==> config.mk <==
export PLATFORM = sky130hd
export DESIGN_NAME = serial_adder_ctrl_flat
export DESIGN_NICKNAME = d
export VERILOG_FILES = /design/src/rtl/serial_adder_ctrl_if.sv /design/src/rtl/serial_adder_ctrl.sv /design/src/flat_wrapper.sv
export SDC_FILE = /design/constraint.sdc
export NUM_CORES = 1
export LEC_CHECK = 0
export ABC_AREA = 1
export CAP_MARGIN = 30
export CELL_PAD_IN_SITES_DETAIL_PLACEMENT = 1
export CELL_PAD_IN_SITES_GLOBAL_PLACEMENT = 1
export CORE_ASPECT_RATIO = 1.5
export CORE_MARGIN = 2
export CORE_UTILIZATION = 40
export CTS_BUF_LIST = sky130_fd_sc_hd__clkbuf_8
export DETAILED_ROUTE_END_ITERATION = 10
export HOLD_SLACK_MARGIN = 0.02
export PLACE_DENSITY_LB_ADDON = 0.1
export SYNTH_ARGS = -nofsm -noshare
export SYNTH_HDL_FRONTEND = slang
export SYNTH_SLANG_ARGS = --single-unit
==> constraint.sdc <==
create_clock -name clk -period 1.6 [get_ports clk]
set_input_delay 0.32 -clock clk [delete_from_list [all_inputs] [get_ports clk]]
set_output_delay 0.32 -clock clk [all_outputs]
set_load 0.02 [all_outputs]
==> src/rtl/serial_adder_ctrl_if.sv <==
// serial_adder_ctrl_if: request/result bundle for the bit-serial adder controller
// signals: start, a, b, sub (requester -> controller); sum, carry_out, busy, done (controller -> requester)
// modports: master (requester side), slave (controller side)
interface serial_adder_ctrl_if #(
  parameter int WIDTH = 8
);
  logic             start;
  logic [WIDTH-1:0] a;
  logic [WIDTH-1:0] b;
  logic             sub;
  logic [WIDTH-1:0] sum;
  logic             carry_out;
  logic             busy;
  logic             done;
  modport master (output start, a, b, sub, input sum, carry_out, busy, done);
  modport slave (input start, a, b, sub, output sum, carry_out, busy, done);
endinterface

==> src/rtl/serial_adder_ctrl.sv <==
// serial_adder_ctrl: bit-serial WIDTH-bit adder sharing one full adder, LSB first, one bit per clock
// ports: clk (rising edge), rst_n (async active-low), io (slave modport: start/a/b/sub in, sum/carry_out/busy/done out)
// macro SERIAL_SUB_EN: when defined, sub=1 at the accepting edge computes a-b (carry_out=1 means no borrow)
module serial_adder_ctrl #(
  parameter int WIDTH = 8
) (
  input logic               clk,
  input logic               rst_n,
  serial_adder_ctrl_if.slave io
);
  localparam int CW = $clog2(WIDTH) + 1;
  typedef enum logic [1:0] {IDLE, RUN, DONE} state_t;
  state_t           state, state_n;
  logic [WIDTH-1:0] shift_a, shift_b, shift_r, r_next, sum;
  logic [CW-1:0]    cnt;
  logic             carry, carry_out, s1, c1, s2, c2, load, last, busy, done;
  // two half adders plus an OR on their carries form the shared full adder
  always_comb begin
    s1 = shift_a[0] ^ shift_b[0];
    c1 = shift_a[0] & shift_b[0];
    s2 = s1 ^ carry;
    c2 = s1 & carry;
    r_next = shift_r >> 1;
    r_next[WIDTH-1] = s2;
    load = io.start && state != RUN;
    last = state == RUN && cnt == CW'(WIDTH - 1);
    state_n = load ? RUN : state == RUN ? (last ? DONE : RUN) : IDLE;
    busy = state == RUN;
    done = state == DONE;
  end
  always_ff @(posedge clk or negedge rst_n)
    if (!rst_n) state <= IDLE;
    else state <= state_n;
  always_ff @(posedge clk or negedge rst_n) begin
    if (!rst_n) begin
      shift_a <= '0;
      shift_b <= '0;
      shift_r <= '0;
      carry <= 1'b0;
      cnt <= '0;
      sum <= '0;
      carry_out <= 1'b0;
    end else if (load) begin
      shift_a <= io.a;
`ifdef SERIAL_SUB_EN
      shift_b <= io.sub ? ~io.b : io.b;
      carry <= io.sub;
`else
      shift_b <= io.b;
      carry <= 1'b0;
`endif
      cnt <= '0;
    end else if (state == RUN) begin
      shift_a <= shift_a >> 1;
      shift_b <= shift_b >> 1;
      shift_r <= r_next;
      carry <= c1 | c2;
      cnt <= cnt + CW'(1);
      if (last) begin
        sum <= r_next;
        carry_out <= c1 | c2;
      end
    end
  end
`ifndef SERIAL_SUB_EN
  logic unused_sub;
  assign unused_sub = io.sub;
`endif
  assign io.sum = sum;
  assign io.carry_out = carry_out;
  assign io.busy = busy;
  assign io.done = done;
endmodule

==> src/flat_wrapper.sv <==
// flat-port wrapper written by rule: the top's interface ports become plain ports
module serial_adder_ctrl_flat 
#(
  parameter int WIDTH = 8
)
  (clk, rst_n, io_start, io_a, io_b, io_sub, io_sum, io_carry_out, io_busy, io_done);
  serial_adder_ctrl_if #(.WIDTH(WIDTH)) io_i ();
  input logic clk;
  input logic rst_n;
  input wire logic [$bits(io_i.start)-1:0] io_start;
  input wire logic [$bits(io_i.a)-1:0] io_a;
  input wire logic [$bits(io_i.b)-1:0] io_b;
  input wire logic [$bits(io_i.sub)-1:0] io_sub;
  output wire logic [$bits(io_i.sum)-1:0] io_sum;
  output wire logic [$bits(io_i.carry_out)-1:0] io_carry_out;
  output wire logic [$bits(io_i.busy)-1:0] io_busy;
  output wire logic [$bits(io_i.done)-1:0] io_done;
  assign io_i.start = io_start;
  assign io_i.a = io_a;
  assign io_i.b = io_b;
  assign io_i.sub = io_sub;
  assign io_sum = io_i.sum;
  assign io_carry_out = io_i.carry_out;
  assign io_busy = io_i.busy;
  assign io_done = io_i.done;
  serial_adder_ctrl #(.WIDTH(WIDTH)) u_core (.clk(clk), .rst_n(rst_n), .io(io_i));
endmodule
# Word-level counts from Yosys, hierarchy flattened

Cells that the tools add are included.

Word-level logic and storage cells: 35
Output and inout port bits: 11
Register bits: 40
Input bits: 20

Eq/ne operators: 4
Bitwise operators: 6
Add/subtract/negate cells: 1
Reductions and logical operators: 5
Muxes and demuxes: 11

Operator list:

| cell                                                                     | count |
|---|---|
| 8-bit 2-to-1 mux                                                         | 4 |
| 4-bit 2-to-1 mux                                                         | 2 |
| 2-bit 2-to-1 mux                                                         | 3 |
| 4-bit by 1-bit adder with 4-bit output (second input constant)           | 1 |
| 4-bit by 3-bit == test with 1-bit output (second input constant)         | 1 |
| 3-bit AND reduction                                                      | 1 |
| 1-bit bitwise AND                                                        | 2 |
| 2-bit by 1-bit == test with 1-bit output (second input constant)         | 1 |
| 2-bit == test (second input constant)                                    | 1 |
| 1-bit logical AND                                                        | 2 |
| 1-bit 2-to-1 mux                                                         | 2 |
| 2-bit by 1-bit inequality test with 1-bit output (second input constant) | 1 |
| 2-bit AND reduction                                                      | 1 |
| 2-bit nonzero test                                                       | 1 |
| 1-bit XOR                                                                | 2 |
| 1-bit inverter                                                           | 1 |
| 1-bit bitwise OR                                                         | 1 |

# Longest topological paths before layout

Gate-level depths: netlist of run 1.

Depth after elaboration: 5
Gate-level depth with buffers: 7
Mapped depth without buffers: 6

# Worst setup path after synthesis of run 1

OpenSTA, ideal clock, no wires.

Path type: register -> register
From: register u_core.carry
To: register u_core.shift_r[7]
Required time: 1,474 ps
Library setup time: 126 ps
Clock period less this slack: 1,114 ps
Setup slack: 486 ps
Stages on the path, launching flop included: 4
Data arrival time: 988 ps
Buffers on the path: 0
Path through: dfrtp_1 > fa_1 > nand2_1 > o21ai_0

Longest elaborated chain between the ends: 1

RTL lines:

| item                   | line                    | text |
|---|---|---|
| from (decl)            | serial_adder_ctrl.sv:16 | `logic carry, carry_out, s1, c1, s2, c2, load, last, busy, done;` |
| from (signal assigned) | serial_adder_ctrl.sv:57 | `carry <= c1 \| c2;` |
| 1-bit XOR              | serial_adder_ctrl.sv:21 | `s2 = s1 ^ carry;` |
| via u_core.s2          | serial_adder_ctrl.sv:16 |  |
| to (signal assigned)   | serial_adder_ctrl.sv:56 | `shift_r <= r_next;` |
| to (decl)              | serial_adder_ctrl.sv:14 | `logic [WIDTH-1:0] shift_a, shift_b, shift_r, r_next, sum;` |

The timed path passes the listed nets, and every way through them passes these cells.
A chain may end at the register's enable or synchronous reset.

# Final worst setup path of run 1

From: register u_core.carry_out, in the netlist u_core.io.carry_out
To: output io_carry_out

RTL lines:

| item                   | line                    | text |
|---|---|---|
| from (decl)            | serial_adder_ctrl.sv:16 |  |
| from (signal assigned) | serial_adder_ctrl.sv:61 | `carry_out <= c1 \| c2;` |
| to (decl)              | flat_wrapper.sv:15      | `output wire logic [$bits(io_i.carry_out)-1:0] io_carry_out;` |

No word-level cell between the ends.

==> results of run 1 <==
[placed cells by master, fill, tap and decap left out]
| master | n |
|---|---|
| nand2_2 | 2 |
| nor2_1 | 6 |
| nand3_1 | 30 |
| clkbuf_8 | 5 |
| buf_4 | 4 |
| clkdlybuf4s50_1 | 23 |
| ha_1 | 1 |
| bufinv_16 | 2 |
| dlygate4sd2_1 | 1 |
| dlymetal6s2s_1 | 3 |
| inv_2 | 4 |
| nor2_4 | 1 |
| inv_1 | 5 |
| nor2_2 | 1 |
| a21oi_1 | 1 |
| fa_1 | 1 |
| dfrtp_1 | 39 |
| o21ai_0 | 8 |
| nand2_1 | 82 |
| buf_2 | 1 |
| nand2_4 | 1 |
| clkbuf_2 | 1 |
| inv_4 | 1 |
[flip-flops by register name, summed over array words and instances, names as in the netlist]
register / flops
u_core.io.carry_out: 1
u_core.cnt: 4
u_core.io.sum: 8
u_core.shift_a: 8
u_core.shift_r: 7
u_core.state: 2
u_core.shift_b: 8
u_core.carry: 1
[worst min-delay path by stage]
| stage | from | to | slack (ns) | cells past startpoint |
|---|---|---|---|---|
| 2_1_floorplan | rst_n | u_core.carry | 0.02 | 0 |
| 3_3_place_gp | rst_n | u_core.io.carry_out | 0.40 | 2 |
| 3_5_place_dp | rst_n | u_core.io.carry_out | 0.41 | 2 |
| 4_1_cts | rst_n | u_core.io.sum[4] | 0.09 | 2 |
| 5_1_grt | rst_n | u_core.state[0] | 0.12 | 2 |
| 6_report | rst_n | u_core.io.sum[6] | 0.07 | 2 |
[power groups by stage]
stage / sequential [W] / clock [W] / combinational, W
finish: 0.00161 / 0.000957 / 0.00133
global route: 0.00167 / 0.00102 / 0.00152
CTS: 0.00162 / 0.000986 / 0.00138
detailed placement: 0.00163 / 0 / 0.00138
global placement: 0.00161 / 0 / 0.00133
floorplan: 0.00170 / 0 / 0.000835
[layer usage]
| layer | up-vias | GRT usage [%] | share of wire [%] |
|---|---|---|---|
| met5 | - | 0 | 0 |
| met4 | 0 | 6.34 | 1.8 |
| met3 | 6 | 3.27 | 4.1 |
| met2 | 30 | 33.5 | 56 |
| met1 | 657 | 17.7 | 38 |
| li1 | 663 | - | - |
[logic make-up after synthesis]
kind of cell,after synthesis
flip-flops,39
buffers and inverters,16
AO/OA/AOI/OAI,9
AND/OR/NAND/NOR,123
adder cells (fa/ha/maj),2
[cell type report]
class,instances,area (um^2)
clock inverter,3,63.8
clock buffer,5,68.8
sequential,39,976
multi-input combinational,134,599
inverter,9,36.3
tap,45,56.3
timing repair buffer,33,317
fill,478,1880
[metrics by stage]
stage	hold WS (ns)	utilization, %	total power (W)
after floorplan	0.0244	-	0.00254
after global placement	0.399	49.7	0.00294
after detailed placement	0.407	49.7	0.00301
after CTS	0.0933	52.9	0.00398
after global routing	0.120	53.0	0.00420
final	0.0727	53.0	0.00389
[timing repair]
item | 4_1_cts | 5_1_grt
pin swaps | 0 | 0
gates resized for setup | 2 | 5
endpoints found under the setup margin | 2 | 4
==> metrics.txt, run 1 <==
Power Dens Cells=1840 nW/um^2; VDD IR-drop max=between 0.9 and 1 mV; Hold Path Class=in2async; worst r2r dst=u_core.io.sum[3]; Die Width=56.9 um; clock skew=about 0.0090 ns; startpoint types=register; drt drc=0; Post-synth ARST share=between 90% and 100%; total of max-cap violations=0; vias in the first global route=between 1000 and 1500; DPL Wire Length=~2600 um; Mapped Avg Cell Area=~8.9 um^2; area delta synth->final=26.3%; Final Cell Area=~2100 um^2; worst path buffer plus inverter count=1; Cells after Synth=between 150 and 200; status=completed; CP max FO=2; main flop type after synthesis=dfrtp_1; grt ovf=0; Setup crit end kind=output port; nets@finish=~240; final setup TNS=0 ns; r2r setup slk=0.35 ns; placed cell areas=about 2000 um^2; Critical Path Source=u_core.io.carry_out; Worst Path Arrival=around 1.2 ns; Leak=roughly 1.1 nW; Net Sw Frac=35.4%; most instantiated cells after synthesis=nand2_1 (82), dfrtp_1 (39), nand3_1 (30); Die Y-Extent=around 83 um; reg2reg start=u_core.state[1]; Int Power=around 0.0025 W; RSZ-0062 raised after global routing=no; register area share after synthesis=58.2%; initial antenna violation count=0; yosys warns=0; xor/xnor share of the synthesized area=0%; Netlist Area Pre-Place=1680 um^2; synthesized-area fraction occupied by adder cells=under 10%; Fin. Hold Viols=0; stages on the worst setup path=1; worst slew pin tran=just under 0.5 ns; Setup Fix Bufs, Post-CTS=0; largest net degree at the start of global routing=40; Ant. Diodes=0; DR pass1 iterations=4; TritonCTS clock tree=built; core footprint=around 4000 um^2; Synth area leader=dfrtp_1; Slowest-stage cell, CP=clkdlybuf4s50_1; WL final=around 3500 um; EDFF count, synth=0; Initial Util=42.0%; via/cell ratio=between 5 and 6; setup ws final=around 0.037 ns; DRT antenna net count=0; clock sinks=39; period utilisation layout=between 90% and 100%; Skew-Pair Late Insertion Delay=between 0.2 and 0.3 ns; final setup vio count=0; Post-CTS Hold Buffers=0; Synthesized Nets=around 210; critical path data required time=1.28 ns; number of synthesized register bits=39; Inserted Clock Buffers=5; post-synth top area share=approximately three fifths; reg2reg path depth=6; io pins=31; clock root cell=clkbuf_8; Area contributors post-synth=dfrtp_1 (58%), nand2_1 (18%), nand3_1 (9.0%); crit path capture=io_carry_out; Post-Place Setup Slack=roughly 0.066 ns; Sequential Power Share=41.3%; # rows=28; worst path cell trace=clkdlybuf4s50_1; layout cells sized above 1=10.3%; first-pass GRT wire length=around 6400 um; final std cells w/o fill=approximately 270; post-synthesis simple-gate area fraction=roughly 31%; Placer Congestion=0.735; synth unique cells=19; Total GRT Usage=17.3%; slew margin rel.=between 60 and 70%; 1st-iter DRT viols=31; largest stage delay on the critical path=approximately 0.6 ns; Gate power share=around 34%; full die area=4740 um^2; clock transition at the registers of the reported paths=0.07 ns; largest family of logic cells by synthesized area=simple AND/OR/NAND/NOR gates; Max Slew Vio Count=0; DR vias=1356; Tmin final=about 1.6 ns; clock power share=24.6%; Switch Pwr=around 0.0014 W; IO buf count=29; dpl cells=260; wire length per cell=~13 um; mux cell area share after synthesis=0%; CTS max path bufs=2; FMAX=0.640 GHz; H-tree Lvls=2; Synth Area in Compound Gates=between 2 and 3%; CP top delay family=buffers and inverters; kind of critical path=reg2out; most frequent cell after synthesis=nand2_1
Power figures use the tool's default switching activity.
==> run 2, diff against run 1 <==
--- a/config.mk
+++ b/config.mk
@@ -5,14 +5,15 @@
 export SDC_FILE = /design/constraint.sdc
 export NUM_CORES = 1
 export LEC_CHECK = 0
-export ABC_AREA = 1
+export ABC_AREA = 0
 export CAP_MARGIN = 30
 export CELL_PAD_IN_SITES_DETAIL_PLACEMENT = 1
 export CELL_PAD_IN_SITES_GLOBAL_PLACEMENT = 1
 export CORE_ASPECT_RATIO = 1.5
-export CORE_MARGIN = 2
-export CORE_UTILIZATION = 40
+export CORE_MARGIN = 8
+export CORE_UTILIZATION = 43
 export CTS_BUF_LIST = sky130_fd_sc_hd__clkbuf_8
+export CTS_CLUSTER_DIAMETER = 80
 export DETAILED_ROUTE_END_ITERATION = 10
 export HOLD_SLACK_MARGIN = 0.02
 export PLACE_DENSITY_LB_ADDON = 0.1
==> run 2 against run 1 <==
Compared with the run above:
- clock-buffer cell count grew 1
- die area is 32% higher
- area after synthesis increased by 1.1%
- non-clock buffer count increased by 1
- cell count down 22%
- cell area rose by 1.7%
- critical path depth stayed put
- critical endpoint is now io_sum[0]
- largest power group unchanged
==> metrics.txt, run 2 <==
via/cell ratio=roughly 5.3; top flop regs=u_core.io.sum (8), u_core.shift_a (8), u_core.shift_b (8); clock root cell=clkbuf_8; IO buf count=29; # rows=28; worst path buffer plus inverter count=1; DPL Wire Length=between 2000 and 2500 um; WHS Path Cells=2; setup ws final=0.0428 ns; most common cell after layout, fill and taps aside=dfrtp_1; largest net degree at the start of global routing=34; placed cell areas=between 2000 and 2500 um^2; core footprint=3850 um^2; initial antenna violation count=0; clock skew=~0.008 ns; FMAX=approximately 0.64 GHz; Power Dens Cells=1840 nW/um^2; period utilisation layout=a little over nine tenths; CTS max path bufs=2; Final Cell Area=about 2200 um^2; Cells after Synth=130; Synth area leader=dfrtp_1; critical path data required time=1.28 ns; Synthesized Nets=152; Ant. Diodes=0; stages on the worst setup path=1; clock transition at the registers of the reported paths=roughly 0.070 ns; number of synthesized register bits=39; vias in the first global route=between 1000 and 1500; Netlist Area Pre-Place=between 1500 and 2000 um^2; Post-synth ARST share=between 90% and 100%; synth unique cells=21; RSZ-0062 raised after global routing=no; largest stage delay on the critical path=around 0.60 ns; drt drc=0; most frequent cell after synthesis=dfrtp_1; slew margin rel.=70.4%; worst slew pin tran=0.444 ns; main flop type after synthesis=dfrtp_1; Skew-Pair Late Insertion Delay=approximately 0.28 ns; Initial Util=44.0%; area delta synth->final=27.0%; Min Hold Slack=between 0.4 and 0.5 ns; Placer Congestion=0.704; Post-Place Setup Slack=roughly 0.031 ns; first-pass GRT wire length=5960 um; io pins=31; Die Width=67.3 um; EDFF count, synth=0; layout cells sized above 1=between 20% and 30%; Area contributors post-synth=dfrtp_1 (58%), mux2i_1 (10%), mux2_4 (7.1%); grt ovf=0; most instantiated cells after synthesis=dfrtp_1 (39), mux2i_1 (17), nand2_1 (17); final setup vio count=0; TritonCTS clock tree=built; WL final=3390 um; Fin. Hold Viols=0; nets@finish=approximately 190; status=completed; 1st-iter DRT viols=27; kind of critical path=reg2out; Setup crit end kind=output port; wire length per cell=roughly 16 um; post-synth top area share=57.6%; CP top delay family=buffers and inverters; CP max FO=2; Max Slew Vio Count=0; VDD IR-drop max=approximately 1.1 mV; Die Y-Extent=around 93 um; worst path cell trace=clkdlybuf4s50_1; most frequent cells in the layout=dfrtp_1 (39), clkdlybuf4s50_1 (19), mux2i_1 (17), nand2_1 (17), o21ai_0 (16); final setup TNS=0 ns; Total GRT Usage=12.4%; Leak=approximately 1.1 nW; clock sinks=39; yosys warns=0; DR pass1 iterations=2; register area share after synthesis=57.6%; Setup Fix Bufs, Post-CTS=0; H-tree Lvls=2; Mapped Avg Cell Area=13.0 um^2; Worst Path Arrival=1.24 ns; reg2reg path depth=3; Hold Path Class=reg2reg; Tmin final=between 1.5 and 2 ns; Slowest-stage cell, CP=clkdlybuf4s50_1; DR vias=between 1000 and 1500; total of max-cap violations=0; full die area=approximately 6200 um^2; Inserted Clock Buffers=5; DRT antenna net count=0; startpoint types=register
-- run 2: changes by cell type after synthesis, sizes merged, moves of 8 or more --
cell   previous run  this run
mux2i             0        17
nand2            85        17
nand3            30         1
mux2              0        18
o21ai             8        16
inv               9         0
-- run 2: final timing paths --
check	from	slack, ns	end
setup / recovery	u_core.io.sum[0]	0.04	io_sum[0]
hold / removal	u_core.shift_a[1]	0.49	u_core.shift_a[0]
setup reg to reg	u_core.state[1]	0.07	u_core.io.carry_out
hold reg to reg	u_core.shift_a[1]	0.49	u_core.shift_a[0]
max in group asynchronous	rst_n	0.62	u_core.shift_a[3]
min in group asynchronous	rst_n	0.50	u_core.io.sum[6]
-- run 2: logic make-up (layout without fill, tap and decap cells) --
logic type,Yosys count,after routing,synth area share (%)
adder cells (fa/ha/maj),2,2,1.92
flip-flops,39,39,57.6
AO/OA/AOI/OAI,17,17,5.24
buffers and inverters,8,41,3.03
multiplexers,35,35,23.8
AND/OR/NAND/NOR,29,29,8.49
-- run 2: where the power goes --
part	leakage (nW)	switching (W)	total [W]	internal, W
registers	0.498	0.000256	0.00165	0.00140
logic	0.538	0.000786	0.00164	0.000859
clock network	0.0470	0.000318	0.000656	0.000338
-- run 2: cell type report --
class / instances / area [um^2]
Clock buffer: 6 / 82.6
Sequential cell: 39 / 976
Tap cell: 45 / 56.3
Timing Repair Buffer: 34 / 362
Multi-Input combinational cell: 83 / 672
Fill cell: 412 / 1700
Clock inverter: 1 / 5.00
-- run 2: per-layer routing --
metal	wire [um]	global-route usage [%]
met1	1370	14.2
met2	1830	20.7
met3	125	3.39
met4	59	5.25
met5	0	0
-- run 2: worst reg2reg max path: stages (launching register included) --
cell	delay, ns
dfrtp_1	0.41
nor2b_4	0.23
and4b_4	0.44
mux2_4	0.33
-- run 2: per-stage QoR --
step                power, W  cells  util (%)
finish               0.00396    208      55.9
CTS                  0.00401    208      55.4
floorplan            0.00279    130         -
global placement     0.00326    200      53.0
global route         0.00426    208      55.9
detailed placement   0.00336    200      53.0
-- run 2: timing repair --
item | CTS | global route
endpoints found under the hold margin | 16 | 0
hold buffers | 1 | 0
resized for setup | 4 | 9
setup endpoints to repair | 3 | 9
pin swaps | 0 | 1
==> run 3, diff against run 2 <==
--- a/config.mk
+++ b/config.mk
@@ -17,6 +17,7 @@
 export DETAILED_ROUTE_END_ITERATION = 10
 export HOLD_SLACK_MARGIN = 0.02
 export PLACE_DENSITY_LB_ADDON = 0.1
+export SLEW_MARGIN = 40
 export SYNTH_ARGS = -nofsm -noshare
 export SYNTH_HDL_FRONTEND = slang
 export SYNTH_SLANG_ARGS = --single-unit
==> results of run 3 <==
The final DEF is identical to that of run 2; final timing and power are the same.
